[src/rtl/alu_uart_interface.sv]
// Bridges a byte-oriented UART to a combinational ALU: gathers A, B and opcode
// bytes, then transmits the result byte followed by a flags byte {5'b0,C,V,Z}.
module alu_uart_interface #(
    parameter int N     = 8,
    parameter int NB_OP = 6
) (
    input  logic             clk,
    input  logic             i_reset,
    input  logic [7:0]       i_rx_data,
    input  logic             i_rx_done,
    input  logic             i_tx_done,
    input  logic [N-1:0]     i_resultado,
    input  logic             i_zero,
    input  logic             i_overflow,
    input  logic             i_carry,
    output logic [N-1:0]     o_datoA,
    output logic [N-1:0]     o_datoB,
    output logic [NB_OP-1:0] o_operacion,
    output logic [7:0]       o_tx_data,
    output logic             o_tx_start,
    output logic             o_busy
);

    typedef enum logic [2:0] {
        WAIT_A      = 3'd0,
        WAIT_B      = 3'd1,
        WAIT_OP     = 3'd2,
        EXEC        = 3'd3,
        SEND_RES    = 3'd4,
        WAIT_TX_RES = 3'd5,
        SEND_FLG    = 3'd6,
        WAIT_TX_FLG = 3'd7
    } state_t;

    state_t           r_state;
    state_t           w_state_next;
    logic             w_ld_a;
    logic             w_ld_b;
    logic             w_ld_op;
    logic             w_ld_exec;
    logic             w_start_res;
    logic             w_start_flg;

    logic [N-1:0]     r_dato_a;
    logic [N-1:0]     r_dato_b;
    logic [NB_OP-1:0] r_operacion;
    logic [N-1:0]     r_result;
    logic [2:0]       r_flags;
    logic [7:0]       r_tx_data;
    logic             r_tx_start;
    logic             r_busy;

    logic [N-1:0]     w_rx_operand;
    logic [7:0]       w_res_byte;

    // Width adaptation between the 8-bit UART byte and the N-bit datapath.
    generate
        if (N > 8) begin : g_wide
            assign w_rx_operand = {{(N-8){1'b0}}, i_rx_data};
            assign w_res_byte   = r_result[7:0];
        end else if (N == 8) begin : g_equal
            assign w_rx_operand = i_rx_data;
            assign w_res_byte   = r_result;
        end else begin : g_narrow
            assign w_rx_operand = i_rx_data[N-1:0];
            assign w_res_byte   = {{(8-N){1'b0}}, r_result};
        end
    endgenerate

    // State register.
    always_ff @(posedge clk or posedge i_reset) begin
        if (i_reset) begin
            r_state <= WAIT_A;
        end else begin
            r_state <= w_state_next;
        end
    end

    // Next-state decode and per-state load/start strobes.
    always_comb begin
        w_state_next = r_state;
        w_ld_a       = 1'b0;
        w_ld_b       = 1'b0;
        w_ld_op      = 1'b0;
        w_ld_exec    = 1'b0;
        w_start_res  = 1'b0;
        w_start_flg  = 1'b0;
        case (r_state)
            WAIT_A: begin
                if (i_rx_done) begin
                    w_ld_a       = 1'b1;
                    w_state_next = WAIT_B;
                end else begin
                    w_state_next = WAIT_A;
                end
            end
            WAIT_B: begin
                if (i_rx_done) begin
                    w_ld_b       = 1'b1;
                    w_state_next = WAIT_OP;
                end else begin
                    w_state_next = WAIT_B;
                end
            end
            WAIT_OP: begin
                if (i_rx_done) begin
                    w_ld_op      = 1'b1;
                    w_state_next = EXEC;
                end else begin
                    w_state_next = WAIT_OP;
                end
            end
            EXEC: begin
                w_ld_exec    = 1'b1;
                w_state_next = SEND_RES;
            end
            SEND_RES: begin
                w_start_res  = 1'b1;
                w_state_next = WAIT_TX_RES;
            end
            WAIT_TX_RES: begin
                if (i_tx_done) begin
                    w_state_next = SEND_FLG;
                end else begin
                    w_state_next = WAIT_TX_RES;
                end
            end
            SEND_FLG: begin
                w_start_flg  = 1'b1;
                w_state_next = WAIT_TX_FLG;
            end
            WAIT_TX_FLG: begin
                if (i_tx_done) begin
                    w_state_next = WAIT_A;
                end else begin
                    w_state_next = WAIT_TX_FLG;
                end
            end
            default: begin
                w_state_next = WAIT_A;
            end
        endcase
    end

    // Operand, result and transmit registers; every output is driven from a flop.
    always_ff @(posedge clk or posedge i_reset) begin
        if (i_reset) begin
            r_dato_a    <= {N{1'b0}};
            r_dato_b    <= {N{1'b0}};
            r_operacion <= {NB_OP{1'b0}};
            r_result    <= {N{1'b0}};
            r_flags     <= 3'b000;
            r_tx_data   <= 8'h00;
            r_tx_start  <= 1'b0;
            r_busy      <= 1'b0;
        end else begin
            if (w_ld_a) begin
                r_dato_a <= w_rx_operand;
            end
            if (w_ld_b) begin
                r_dato_b <= w_rx_operand;
            end
            if (w_ld_op) begin
                r_operacion <= i_rx_data[NB_OP-1:0];
            end
            if (w_ld_exec) begin
                r_result <= i_resultado;
                r_flags  <= {i_carry, i_overflow, i_zero};
            end
            // tx_data changes together with the start pulse and is held until the next send.
            if (w_start_res) begin
                r_tx_data <= w_res_byte;
            end else if (w_start_flg) begin
                r_tx_data <= {5'b00000, r_flags};
            end
            r_tx_start <= w_start_res | w_start_flg;
            r_busy     <= (w_state_next != WAIT_A);
        end
    end

    assign o_datoA     = r_dato_a;
    assign o_datoB     = r_dato_b;
    assign o_operacion = r_operacion;
    assign o_tx_data   = r_tx_data;
    assign o_tx_start  = r_tx_start;
    assign o_busy      = r_busy;

endmodule

[config.mk]
export PLATFORM = sky130hd
export DESIGN_NAME = alu_uart_interface
export DESIGN_NICKNAME = d
export VERILOG_FILES = /design/src/rtl/alu_uart_interface.sv
export SDC_FILE = /design/constraint.sdc
export NUM_CORES = 1
export LEC_CHECK = 0
export CAP_MARGIN = 20
export CELL_PAD_IN_SITES_DETAIL_PLACEMENT = 2
export CELL_PAD_IN_SITES_GLOBAL_PLACEMENT = 2
export CORE_UTILIZATION = 34
export CTS_BUF_LIST = sky130_fd_sc_hd__clkbuf_2
export DETAILED_ROUTE_END_ITERATION = 6
export GPL_TIMING_DRIVEN = 0
export PLACE_DENSITY_LB_ADDON = 0.05
export SLEW_MARGIN = 20
export SYNTH_ARGS = -nofsm -noshare
export SYNTH_HDL_FRONTEND = slang
export SYNTH_SLANG_ARGS = --single-unit
[constraint.sdc]
create_clock -name clk -period 4.6 [get_ports clk]
set_clock_uncertainty 0.2 [all_clocks]
set_input_delay 1.15 -clock clk [delete_from_list [all_inputs] [get_ports clk]]
set_output_delay 1.15 -clock clk [all_outputs]
set_load 0.01 [all_outputs]
* After elaboration in Yosys (flattened, before gate mapping)
Cells that the tools add are included.
** Storage, ports and cells
- Register bits :: 46
- Bits of input ports :: 23
- Output and inout port bits :: 32
- Word-level logic and storage cells :: 35
** Cells by class
- Equal/unequal tests :: 7
- Mux-type cells :: 15
- Bitwise operators :: 1
- Reductions and logical operators :: 3
** Operators with widths (count)
- $pmux 3 s8 :: 1
- $mux 8 :: 2
- $eq 3x3->1 const B :: 4
- $mux 1 :: 9
- $eq 3x2->1 const B :: 2
- $mux 2 :: 2
- $eq 3x1->1 const B :: 1
- $logic_not 3->1 :: 1
- $mux 3 :: 1
- $reduce_bool 3->1 :: 1
- $reduce_bool 2->1 :: 1
- $or 1x1->1 :: 1

* Depth between registers and ports, before layout
- Depth in word-level cells :: 4
- Depth in mapped cells :: 5
- Depth with buffers taken out :: 3

* Worst setup path after synthesis
No wires, ideal clock.
- Kind :: input to register
- Start :: input port i_rx_done
- End :: register r_operacion[0], in the netlist o_operacion[0]
- Library setup time :: 125 ps
- Arrival :: 1889 ps
- Data required time :: 4275 ps
- Slack :: 2386 ps
- Stages on the path :: 3
- Path buffers :: 0
- Path through :: nand2b_4 nor3b_4 mux2_2
** Between the ends
- Longest elaborated chain between the ends :: 2
** Ends and longest elaborated chain
- start: declaration :: line 10 : input logic i_rx_done,
- $mux 1 :: line 106 : if (i_rx_done) begin
- $mux 1 :: line 88 : case (r_state)
- end signal: assignment :: line 150 : r_operacion <= {NB_OP{1'b0}};
- end signal: assignment :: line 164 : r_operacion <= i_rx_data[NB_OP-1:0];
- end: declaration :: line 46 : logic [NB_OP-1:0] r_operacion;
Every way passes these cells.
A chain may end at the register's enable or synchronous reset.

* Worst setup path in the final report
- Start :: register r_operacion[1], in the netlist o_operacion[1]
- End :: output port o_operacion[1]
** RTL lines
- end: declaration :: line 18 : output logic [NB_OP-1:0] o_operacion,
No word-level cell between the ends.

==> results.py <==
metrics = {
    "sta": {
        "post-route-worst-setup-slack_ps": 1890,
        "final_hold_viol_count": 0,
        "whs_ps": 315,
        "setup_viol": 0,
        "rsz_0062_raised_after_global_routing": "no",
        "finalWorstPathRequiredPeriod_ps": 2710,
        "timing.setup.tns_ps": 0,
        "pins_over_their_slew_limit": 0,
        "min_period_over_period": 0.590,
        "fmax_ghz": 0.368,
        "transition_time_at_the_pin_with_the_least_slew_margin_ps": 482,
        "slew_headroom": 0.678,
    },
    "clock_tree": {
        "cts_setup_buffers": 0,
        "root_buffer": "clkbuf_2",
        "cts.reportedPaths.clkPinSlew_ps": 200,
        "h-tree-depth": 2,
        "cts_repair_resize_count": 0,
        "tritoncts": "done",
        "cts.path.max_buffers": 2,
        "post_cts_hold_fix_bufs": 0,
        "cts_made_buffers": 5,
        "cts.sinks": 46,
        "insertion_delay_ps": 390,
    },
    "logic_synthesis": {
        "synth_cell_types": 18,
        "synth-seq-cells": 46,
        "post_synth.cell_area_avg_um2": 14.2,
        "seq_area_frac_synth": 0.629,
        "yosysWarnings": 0,
        "synth_area_um2": 1830,
        "mappedNetlistNets": 152,
        "netlist_instances": 129,
    },
    "detailed_routing": {
        "postRouteAntennaNets": 0,
        "drt-total-wl_mm": 4.16,
        "avgRoutedWirePerCell_um": 15.9,
        "topRoutingLayerUsed": "met4",
        "vias": 1231,
        "drt_pass1_iterations": 2,
        "remaining_drc_errors": 0,
        "wl_met2_mm": 2.18,
        "wirelength_met1_mm": 1.76,
        "detail_route.iter0.violations": 13,
        "detailed_routed_wire_length_on_met3_um": 180,
        "route.detailed.vias_per_inst": 4.72,
    },
    "worst_setup_path": {
        "crit_path_start_kind": "register",
        "critical_path.n_buffers_inverters": 1,
        "arrival_ps": 1360,
        "worst_path_largest_cell_delay_ps": 570,
        "cells_along_the_critical_path": "clkdlybuf4s50_1",
        "worst-endpoint-required_ps": 3250,
        "crit_type": "register to output port",
        "critical-path-slowest-cell": "clkdlybuf4s50_1",
        "crit_path_end_kind": "output port",
        "critPathTopFamily": "buffers and inverters",
        "crit_path_max_fanout": 2,
    },
    "power_and_ir_drop": {
        "power.share.combinational": 0.465,
        "sequentialPowerShare": 0.439,
        "static-leakage-power_uw": 0.00108,
        "power.net_switching_uw": 526,
        "cellInternalPower_uw": 1070,
        "switching_share": 0.329,
        "irDropWorstVdd_mv": 0.246,
        "pwr_density_cell_nw_per_um2": 636,
        "clock_power_share": 0.096,
    },
    "place": {
        "post-place-ws_ps": 1660,
        "dpl.hpwl_mm": 3.18,
        "post_placement_cell_count": 254,
        "place.gp.congestion": 0.674,
        "numPortBuffers": 54,
    },
    "finish": {
        "final_core_util": 0.489,
        "final_nets": 214,
        "post_layout_nonfiller_instances": 261,
        "fill_cells": 545,
        "antenna-diode-count": 0,
        "area_growth_syn_to_layout_pct": 37.3,
        "layout-drive-gt1-share": 0.267,
    },
    "global_route": {
        "first_pass_grt_wire_length_mm": 6.81,
        "overflow": 0,
        "grt.total_usage": 0.168,
        "antenna_violations_before_repair": 0,
        "grt_pass1_vias": 1373,
        "grt_start_max_net_pins": 33,
    },
    "run_status": {
        "outcome": "completed",
    },
    "floorplanning": {
        "core_area_um2": 5140,
        "num_io_pins": 55,
        "die_h_um": 75.4,
        "rows": 26,
        "die_x_um": 75.4,
        "initial_utilization": 0.356,
        "die_area_um2": 5680,
    },
    "flow_run": {
        "maxCapViolCount": 0,
    },
    "hold_path": {
        "hold_class": "register to register",
    },
}
==> cell usage after synthesis, drive strengths merged <==
library cell | instances | area [µm²]
a21o | 1 | 7.51
a21oi | 3 | 15.0
buf | 4 | 22.5
dfrtp | 46 | 1150
inv | 3 | 11.3
mux2 | 34 | 383
mux2i | 3 | 30.0
nand2 | 10 | 37.5
nand2b | 7 | 51.3
nand3 | 1 | 5.00
nor2 | 4 | 22.5
nor3 | 1 | 16.3
nor3b | 1 | 18.8
o21ai | 10 | 50.1
or2b | 1 | 7.51
==> through the flow <==
stage               total power, µW  cell area, µm²
floorplan                      1080            1830
global placement               1420            2460
detailed placement             1470            2480
CTS                            1630            2510
global route                   1720            2510
finish                         1600            2510
==> path summary, 6_finish.rpt <==
path | from | end | slack, ps | cells past startpoint
setup / recovery | o_operacion[1]$_DFFE_PP0P_ | o_operacion[1] | 1890 | 1
hold / removal | o_tx_data[1]$_DFFE_PP0P_ | o_tx_data[1]$_DFFE_PP0P_ | 310 | 2
setup reg to reg | r_state[2]$_DFF_PP0_ | o_operacion[4]$_DFFE_PP0P_ | 2810 | 3
hold reg to reg | o_tx_data[1]$_DFFE_PP0P_ | o_tx_data[1]$_DFFE_PP0P_ | 310 | 2
max in group asynchronous | i_reset | o_datoA[0]$_DFFE_PP0P_ | 2910 | 3
min in group asynchronous | i_reset | o_datoB[1]$_DFFE_PP0P_ | 820 | 2
==> per-layer routing <==
layer	track usage	vias to the layer above
li1	-	563
met1	0.200	633
met2	0.297	30
met3	0.0397	5
met4	0.0617	0
met5	0	-
==> cells by family after synthesis <==
logic type             count (synthesis)  synth area share
DFF                                   46             0.629
buffers and inverters                  7            0.0185
muxes                                 37             0.226
and+or+nand+nor                       25            0.0869
AOI/OAI and AO/OA                     14            0.0397
==> area by class of cell <==
cell class | count | area (µm²) | share of cell area
Buffer | 4 | 22.5 | 0.00896
Timing Repair Buffer | 55 | 561 | 0.223
Tap cell | 70 | 87.6 | 0.0349
Inverter | 3 | 11.3 | 0.00448
Sequential cell | 46 | 1150 | 0.458
Clock buffer | 7 | 35.0 | 0.0139
Multi-Input combinational cell | 76 | 644 | 0.256
==> flip-flops by register name (all words and copies together), names as in the netlist <==
signal       flops
r_flags          3
r_state          3
o_datoB          8
r_result         8
o_busy           1
o_tx_data        8
o_datoA          8
o_operacion      6
o_tx_start       1
==> placed cells by master, fill, tap and decap left out <==
cell              n
or2b_1            1
clkbuf_2          7
buf_4             1
inv_2             1
nor3_4            1
nand2b_1          6
nor2_4            1
mux2_2           34
a21oi_1           3
buf_2             3
nand2b_4          1
nor2_1            3
dfrtp_1          46
nand2_1          10
a21o_1            1
o21ai_0          10
clkdlybuf4s50_1  54
nor3b_4           1
buf_12            1
mux2i_1           3
inv_1             2
nand3_1           1
==> power groups by stage <==
stage	combinational [µW]	clock [µW]	sequential, µW
2_1_floorplan	325	0	755
3_3_place_gp	723	0	697
3_5_place_dp	757	0	717
4_1_cts	761	167	706
5_1_grt	813	181	727
6_report	744	154	701
Note: power is estimated with default switching activity, not from simulation.
